[src/rtl/sc_field_serializer_pkg.sv]
// Shared types and defaults for the field serializer: FSM state encoding,
// default word/field widths and the index-width helper.
package sc_field_pkg;

  typedef enum logic [0:0] {
    ST_IDLE  = 1'b0,
    ST_SHIFT = 1'b1
  } state_t;

  localparam int DEF_DATAWIDTH  = 8;
  localparam int DEF_FIELDWIDTH = 4;

  // Index bus width: max(1, clog2(n)), so a 1-field word still has a 1-bit index
  function automatic int idx_width(input int n);
    return ($clog2(n) < 1) ? 1 : $clog2(n);
  endfunction

endpackage

[src/rtl/sc_field_serializer_if.sv]
// Handshake bundle for sc_field_serializer: word input side and field output side.
// slave = serializer view, master = producer/consumer (environment) view.
interface sc_field_serializer_if
  import sc_field_pkg::*;
#(
  parameter int DATAWIDTH  = DEF_DATAWIDTH,
  parameter int FIELDWIDTH = DEF_FIELDWIDTH
) ();

  localparam int NUMFIELDS = DATAWIDTH / FIELDWIDTH;
  localparam int IDXW      = idx_width(NUMFIELDS);

  logic [DATAWIDTH-1:0]  SC_FIELDSER_data_InBUS;
  logic                  SC_FIELDSER_valid_In;
  logic                  SC_FIELDSER_ready_Out;
  logic [FIELDWIDTH-1:0] SC_FIELDSER_field_OutBUS;
  logic                  SC_FIELDSER_valid_Out;
  logic                  SC_FIELDSER_ready_In;
  logic                  SC_FIELDSER_last_Out;
  logic [IDXW-1:0]       SC_FIELDSER_index_OutBUS;
  logic [DATAWIDTH-1:0]  SC_FIELDSER_fields_OutBUS;

  modport slave (
    input  SC_FIELDSER_data_InBUS,
    input  SC_FIELDSER_valid_In,
    output SC_FIELDSER_ready_Out,
    output SC_FIELDSER_field_OutBUS,
    output SC_FIELDSER_valid_Out,
    input  SC_FIELDSER_ready_In,
    output SC_FIELDSER_last_Out,
    output SC_FIELDSER_index_OutBUS,
    output SC_FIELDSER_fields_OutBUS
  );

  modport master (
    output SC_FIELDSER_data_InBUS,
    output SC_FIELDSER_valid_In,
    input  SC_FIELDSER_ready_Out,
    input  SC_FIELDSER_field_OutBUS,
    input  SC_FIELDSER_valid_Out,
    output SC_FIELDSER_ready_In,
    input  SC_FIELDSER_last_Out,
    input  SC_FIELDSER_index_OutBUS,
    input  SC_FIELDSER_fields_OutBUS
  );

endinterface

[src/rtl/sc_field_serializer_mux.sv]
// Combinational field selector: emission index -> FIELDWIDTH slice of the word.
// SC_FIELD_SERIALIZER_MSB_FIRST_EN reverses the emission order (MSB field first).
module sc_field_mux
  import sc_field_pkg::*;
#(
  parameter int DATAWIDTH  = DEF_DATAWIDTH,
  parameter int FIELDWIDTH = DEF_FIELDWIDTH,
  parameter int IDXW       = idx_width(DATAWIDTH / FIELDWIDTH)
) (
  input  logic [DATAWIDTH-1:0]  word,
  input  logic [IDXW-1:0]       index,
  output logic [FIELDWIDTH-1:0] field
);

  localparam int NUMFIELDS = DATAWIDTH / FIELDWIDTH;

  // Compare against every legal slot rather than using a variable part-select,
  // so an out-of-range index simply yields zero.
  always_comb begin
    // NOTE: every always_comb output gets a default first; otherwise a path
    // that skips the assignment infers a latch.
    field = '0;
    for (int k = 0; k < NUMFIELDS; k++) begin
`ifdef SC_FIELD_SERIALIZER_MSB_FIRST_EN
      if (index == IDXW'(k)) field = word[(NUMFIELDS-1-k)*FIELDWIDTH +: FIELDWIDTH];
`else
      if (index == IDXW'(k)) field = word[k*FIELDWIDTH +: FIELDWIDTH];
`endif
    end
  end

endmodule

[src/rtl/sc_field_serializer.sv]
// Word-to-field serializer: accepts a DATAWIDTH word, emits NUMFIELDS fields with
// valid/ready, index and last. Order selectable with SC_FIELD_SERIALIZER_MSB_FIRST_EN.
module sc_field_serializer
  import sc_field_pkg::*;
#(
  parameter int DATAWIDTH  = DEF_DATAWIDTH,
  parameter int FIELDWIDTH = DEF_FIELDWIDTH
) (
  input  logic                SC_FIELDSER_CLOCK_50,
  input  logic                SC_FIELDSER_RESET_InLow,
  sc_field_serializer_if.slave bus
);

  localparam int NUMFIELDS = DATAWIDTH / FIELDWIDTH;
  localparam int IDXW      = idx_width(NUMFIELDS);
  localparam logic [IDXW-1:0] LAST_IDX = IDXW'(NUMFIELDS - 1);

  if ((FIELDWIDTH < 1) || (DATAWIDTH % FIELDWIDTH != 0)) begin : g_bad_split
    $error("sc_field_serializer: DATAWIDTH must be a multiple of FIELDWIDTH");
  end
  if (NUMFIELDS < 2) begin : g_too_few_fields
    $error("sc_field_serializer: at least two fields per word are required");
  end

  state_t                state_q, state_d;
  logic [IDXW-1:0]       idx_q, idx_d;
  logic [DATAWIDTH-1:0]  word_q, word_d;
  logic [FIELDWIDTH-1:0] field_q, field_d;
  logic                  valid_q, last_q;
  logic                  ready, in_xfer, out_xfer;

  // Accept in IDLE, or while the last field leaves, so words stream without a bubble
  assign ready    = (state_q == ST_IDLE) || (last_q && bus.SC_FIELDSER_ready_In);
  assign in_xfer  = bus.SC_FIELDSER_valid_In && ready;
  assign out_xfer = valid_q && bus.SC_FIELDSER_ready_In;

  always_comb begin
    state_d = state_q;
    idx_d   = idx_q;
    word_d  = word_q;
    if (in_xfer) begin
      state_d = ST_SHIFT;
      idx_d   = '0;
      word_d  = bus.SC_FIELDSER_data_InBUS;
    end else if (out_xfer) begin
      if (last_q) begin
        state_d = ST_IDLE;
        idx_d   = '0;
      end else begin
        idx_d = idx_q + IDXW'(1);
      end
    end
  end

  // Select from the next word/index so the field register lines up with them
  sc_field_mux #(
    .DATAWIDTH (DATAWIDTH),
    .FIELDWIDTH(FIELDWIDTH),
    .IDXW      (IDXW)
  ) u_mux (
    .word (word_d),
    .index(idx_d),
    .field(field_d)
  );

  // NOTE: reset is synchronous, so it is tested inside the clocked block and the
  // sensitivity list holds only the clock edge; the word register is reset too
  // because its value is visible on fields_OutBUS.
  always_ff @(posedge SC_FIELDSER_CLOCK_50) begin
    if (!SC_FIELDSER_RESET_InLow) begin
      state_q <= ST_IDLE;
      idx_q   <= '0;
      word_q  <= '0;
      field_q <= '0;
      valid_q <= 1'b0;
      last_q  <= 1'b0;
    end else begin
      // NOTE: non-blocking assignments, so every register samples pre-edge values.
      state_q <= state_d;
      idx_q   <= idx_d;
      word_q  <= word_d;
      field_q <= field_d;
      valid_q <= (state_d == ST_SHIFT);
      last_q  <= (state_d == ST_SHIFT) && (idx_d == LAST_IDX);
    end
  end

  assign bus.SC_FIELDSER_ready_Out     = ready;
  assign bus.SC_FIELDSER_field_OutBUS  = field_q;
  assign bus.SC_FIELDSER_valid_Out     = valid_q;
  assign bus.SC_FIELDSER_last_Out      = last_q;
  assign bus.SC_FIELDSER_index_OutBUS  = idx_q;
  assign bus.SC_FIELDSER_fields_OutBUS = word_q;

endmodule
[src/flat_wrapper.sv]
// flat-port wrapper written by rule: the top's interface ports become plain ports
module sc_field_serializer_flat import sc_field_pkg::*;
#(
  parameter int DATAWIDTH  = DEF_DATAWIDTH,
  parameter int FIELDWIDTH = DEF_FIELDWIDTH
)
  (SC_FIELDSER_CLOCK_50, SC_FIELDSER_RESET_InLow, bus_SC_FIELDSER_data_InBUS, bus_SC_FIELDSER_valid_In, bus_SC_FIELDSER_ready_Out, bus_SC_FIELDSER_field_OutBUS, bus_SC_FIELDSER_valid_Out, bus_SC_FIELDSER_ready_In, bus_SC_FIELDSER_last_Out, bus_SC_FIELDSER_index_OutBUS, bus_SC_FIELDSER_fields_OutBUS);
  sc_field_serializer_if #(.DATAWIDTH(DATAWIDTH), .FIELDWIDTH(FIELDWIDTH)) bus_i ();
  input  logic SC_FIELDSER_CLOCK_50;
  input  logic SC_FIELDSER_RESET_InLow;
  input wire logic [$bits(bus_i.SC_FIELDSER_data_InBUS)-1:0] bus_SC_FIELDSER_data_InBUS;
  input wire logic [$bits(bus_i.SC_FIELDSER_valid_In)-1:0] bus_SC_FIELDSER_valid_In;
  output wire logic [$bits(bus_i.SC_FIELDSER_ready_Out)-1:0] bus_SC_FIELDSER_ready_Out;
  output wire logic [$bits(bus_i.SC_FIELDSER_field_OutBUS)-1:0] bus_SC_FIELDSER_field_OutBUS;
  output wire logic [$bits(bus_i.SC_FIELDSER_valid_Out)-1:0] bus_SC_FIELDSER_valid_Out;
  input wire logic [$bits(bus_i.SC_FIELDSER_ready_In)-1:0] bus_SC_FIELDSER_ready_In;
  output wire logic [$bits(bus_i.SC_FIELDSER_last_Out)-1:0] bus_SC_FIELDSER_last_Out;
  output wire logic [$bits(bus_i.SC_FIELDSER_index_OutBUS)-1:0] bus_SC_FIELDSER_index_OutBUS;
  output wire logic [$bits(bus_i.SC_FIELDSER_fields_OutBUS)-1:0] bus_SC_FIELDSER_fields_OutBUS;
  assign bus_i.SC_FIELDSER_data_InBUS = bus_SC_FIELDSER_data_InBUS;
  assign bus_i.SC_FIELDSER_valid_In = bus_SC_FIELDSER_valid_In;
  assign bus_SC_FIELDSER_ready_Out = bus_i.SC_FIELDSER_ready_Out;
  assign bus_SC_FIELDSER_field_OutBUS = bus_i.SC_FIELDSER_field_OutBUS;
  assign bus_SC_FIELDSER_valid_Out = bus_i.SC_FIELDSER_valid_Out;
  assign bus_i.SC_FIELDSER_ready_In = bus_SC_FIELDSER_ready_In;
  assign bus_SC_FIELDSER_last_Out = bus_i.SC_FIELDSER_last_Out;
  assign bus_SC_FIELDSER_index_OutBUS = bus_i.SC_FIELDSER_index_OutBUS;
  assign bus_SC_FIELDSER_fields_OutBUS = bus_i.SC_FIELDSER_fields_OutBUS;
  sc_field_serializer #(.DATAWIDTH(DATAWIDTH), .FIELDWIDTH(FIELDWIDTH)) u_core (.SC_FIELDSER_CLOCK_50(SC_FIELDSER_CLOCK_50), .SC_FIELDSER_RESET_InLow(SC_FIELDSER_RESET_InLow), .bus(bus_i));
endmodule
[config.mk]
export PLATFORM = sky130hd
export DESIGN_NAME = sc_field_serializer_flat
export DESIGN_NICKNAME = d
export VERILOG_FILES = /design/src/rtl/sc_field_serializer_pkg.sv /design/src/rtl/sc_field_serializer_if.sv /design/src/rtl/sc_field_serializer_mux.sv /design/src/rtl/sc_field_serializer.sv /design/src/flat_wrapper.sv
export SDC_FILE = /design/constraint.sdc
export NUM_CORES = 1
export LEC_CHECK = 0
export BUFFER_PORTS_ARGS = -buffer_cell sky130_fd_sc_hd__buf_2
export CORE_ASPECT_RATIO = 0.75
export CORE_MARGIN = 2
export CORE_UTILIZATION = 35
export CTS_BUF_LIST = sky130_fd_sc_hd__clkbuf_2
export CTS_CLUSTER_DIAMETER = 40
export DETAILED_ROUTE_END_ITERATION = 8
export REMOVE_ABC_BUFFERS = 1
export SKIP_CTS_REPAIR_TIMING = 1
export SLEW_MARGIN = 20
export SYNTH_ARGS = -nofsm -noshare
export SYNTH_HDL_FRONTEND = slang
export SYNTH_HIERARCHICAL = 1
export SYNTH_SLANG_ARGS = --single-unit
[constraint.sdc]
create_clock -name SC_FIELDSER_CLOCK_50 -period 3.2 [get_ports SC_FIELDSER_CLOCK_50]
set_input_delay 0 -clock SC_FIELDSER_CLOCK_50 [delete_from_list [all_inputs] [get_ports SC_FIELDSER_CLOCK_50]]
set_output_delay 0 -clock SC_FIELDSER_CLOCK_50 [all_outputs]
set_load 0.005 [all_outputs]
==> impl_metrics.tcl <==
set metrics [dict create \
    status "finished, final reports clean" \
    grt_pass1_vias 537 \
    dieArea_um2 2384 \
    grt_setup_unrepaired "no" \
    cap_violations 0 \
    min-delay-path-class "primary input to flip-flop" \
    critPathKind "flip-flop to flip-flop" \
    crit_end "u_core/bus.SC_FIELDSER_field_OutBUS[0]$_SDFF_PN0_" \
    maxSlewViolCount 0 \
    slew-limit-headroom_pct 78.48 \
    grt_overflow 0 \
    regArea_um2 300.3 \
    area_growth_pct 36.19 \
    syn_inst 72 \
    clock_path_buffers 2 \
    pin_count 28 \
    synth_area_um2 701.9 \
    cts_made_buffers 3 \
    wirelength_um 1451 \
    final-hold-violation-count 0 \
    cts.sinks 15 \
    multi_input_area_um2 375.4 \
    rr_worst_depth 5 \
    routedWlPerCell_um 11.08 \
    worstMarginPinSlew_ns 0.3194 \
    start_util_pct 38.88 \
    track_usage_pct 13.22 \
    postRouteAntennaNets 0 \
    port_buffers 27 \
    synthDistinctLibCells 16 \
    fillCellCount 174 \
    htreeDepth 1 \
    fin_worst_skew_ns 0.002247 \
    critPathLaunchType "flip-flop" \
    dp_slack_ns 1.536 \
    peakVddDrop_uv 244.7 \
    finalNetCount 122 \
    yosysWarnings 6 \
    final_layout_size_suffix_gt1_share_pct 42.20 \
    antenna_found_initial 0 \
    max_freq_mhz 595.3 \
    p_comb_share_pct 21.3 \
    final_area_um2 955.9 \
    drt_pass1_iterations 4 \
    reg2reg_to "u_core/bus.SC_FIELDSER_field_OutBUS[0]$_SDFF_PN0_" \
    die_w_um 55.71 \
    p_sw_share_pct 26.79 \
    pwr_density_cell_nw_per_um2 401.8 \
    power.leakage_nw 0.4769 \
    clock-root-buffer "clkbuf_2" \
    post-route-period-util_pct 52.50 \
    cp_max_fo 8 \
    vias 570 \
    p_seq_share_pct 53.7 \
    rows 13 \
    clock_latency_ns 0.28 \
    clk_pin_slew_ns 0.15 \
    fin_crit_ns 1.680 \
    yosys_register_bits 15 \
    worst_slack_ns 1.520 \
    setup_viol 0 \
    avgSynthCellArea_um2 9.749 \
    core-area_um2 1805 \
    diodes 0 \
    cp_data_arrival_time_ns 1.88 \
    drc_errors 0 \
    cp.required_ns 3.40 \
    grt_pass1_wl_um 2394 \
    ys_seq_area_share_pct 42.78 \
    grt_max_degree 22 \
    clockPowerShare_pct 25.0 \
    dp_hpwl_um 970.6 \
    p_sw_uw 102.9 \
    p_int_uw 281.2 \
    crit_start "u_core/bus.SC_FIELDSER_valid_Out$_SDFF_PN0_" \
    drt_iter0_drc 6 \
    fin_setup_tns_ns 0 \
    regToRegSetupSlack_ns 1.52 \
    fp.dieH_um 42.79 \
    crit_path_end_kind "flip-flop" \
    gp_congestion 0.6954 \
    place_area_um2 845.8 \
    cts_tree "done" \
    rr_startpoint "u_core/bus.SC_FIELDSER_valid_Out$_SDFF_PN0_" \
    final_util_pct 52.95 \
    vias_per_cell 4.351 \
]
logic make-up (layout without fill, tap and decap cells):
| logic type | count (synthesis) | after routing | share of synthesized area (%) |
|---|---|---|---|
| flip-flops | 15 | 15 | 42.78 |
| buffers and inverters | 5 | 42 | 3.744 |
| multiplexers | 20 | 20 | 30.66 |
| AND/OR/NAND/NOR | 28 | 28 | 18.36 |
| AO/OA/AOI/OAI | 4 | 4 | 4.456 |
cell usage after synthesis (all sizes together):
cell    number  area share [%]
inv          2             1.1
mux2        12              19
o21ai        1            0.71
clkbuf       2             1.1
a21oi        2             1.4
mux2i        8              11
and2         5             4.8
nor2         2             1.1
a21bo        1             2.3
nor3b        1             1.1
nand2       19              11
nor2b        1            0.89
dfxtp       15              43
buf          1             1.6
routing by layer:
metal | wire [um] | global-route usage (%) | vias up
met4 | 0 | 2.927 | 0
met3 | 109 | 7.622 | 0
met2 | 625 | 19.76 | 17
li1 | - | - | 313
met5 | 0 | 0 | -
met1 | 716 | 16.45 | 240
placed cells by master, fill, tap and decap left out:
cell type,netlist,routed
and2_4,1,1
and2_1,4,4
clkbuf_2,0,4
nand2_2,1,1
buf_2,0,27
a21bo_4,1,1
dlygate4sd3_1,0,9
a21oi_1,2,2
dfxtp_1,15,15
o21ai_0,1,1
nor3b_1,1,1
nor2b_1,1,1
inv_1,2,2
nor2_1,2,2
mux2i_1,8,8
nand2_1,18,18
mux2_2,12,12
worst min path at each step:
| stage | endpoint | slack, ns | cells after the start | startpoint |
|---|---|---|---|---|
| 6_report | u_core/bus.SC_FIELDSER_valid_Out$_SDFF_PN0_ | 0.04 | 3 | bus_SC_FIELDSER_ready_In |
| 5_1_grt | u_core/bus.SC_FIELDSER_valid_Out$_SDFF_PN0_ | 0.04 | 3 | bus_SC_FIELDSER_ready_In |
| 4_1_cts | u_core/bus.SC_FIELDSER_fields_OutBUS[0]$_SDFF_PN0_ | -0.07 | 3 | bus_SC_FIELDSER_data_InBUS[0] |
| 3_5_place_dp | u_core/bus.SC_FIELDSER_fields_OutBUS[0]$_SDFF_PN0_ | 0.27 | 3 | bus_SC_FIELDSER_data_InBUS[0] |
| 3_3_place_gp | u_core/bus.SC_FIELDSER_fields_OutBUS[6]$_SDFF_PN0_ | 0.26 | 3 | bus_SC_FIELDSER_data_InBUS[6] |
| 2_1_floorplan | bus_SC_FIELDSER_ready_Out | 0.12 | 1 | bus_SC_FIELDSER_ready_In |
power groups by stage:
stage,combinational [mW],clock [mW],sequential [mW]
after global placement,0.0724,0,0.211
after floorplan,0.0422,0,0.212
after global routing,0.0918,0.111,0.208
after detailed placement,0.0741,0,0.210
after CTS,0.0743,0.101,0.206
final,0.0818,0.0961,0.206
cell type report:
cell class	count	area share (%)
Clock buffer	4	2.094
Sequential cell	15	31.41
Inverter	2	0.7853
Tap cell	22	2.880
Multi-Input combinational cell	52	39.27
Timing Repair Buffer	36	23.56
worst max-delay path, cell delays in order, from the launching register on:
cell and delay [ns]:
dfxtp_1 0.39, a21bo_4 0.25, nand2_2 0.18, mux2_2 0.36, mux2_2 0.26, and2_1 0.15
through the flow:
stage          power [mW]  instances  hold WS (ns)
5_1_grt            0.4111        131       0.03899
2_1_floorplan      0.2538         69        0.1171
6_report           0.3841        131       0.04256
3_5_place_dp       0.2844        118        0.2663
4_1_cts            0.3818        122      -0.07253
3_3_place_gp       0.2830        118        0.2617
flip-flops by register name (all words and copies together), names as in the netlist:
register	cells
u_core/bus.SC_FIELDSER_last_Out	1
u_core/bus.SC_FIELDSER_fields_OutBUS	8
u_core/bus.SC_FIELDSER_index_OutBUS	1
u_core/bus.SC_FIELDSER_field_OutBUS	4
u_core/bus.SC_FIELDSER_valid_Out	1
Power figures use the tool's default switching activity.
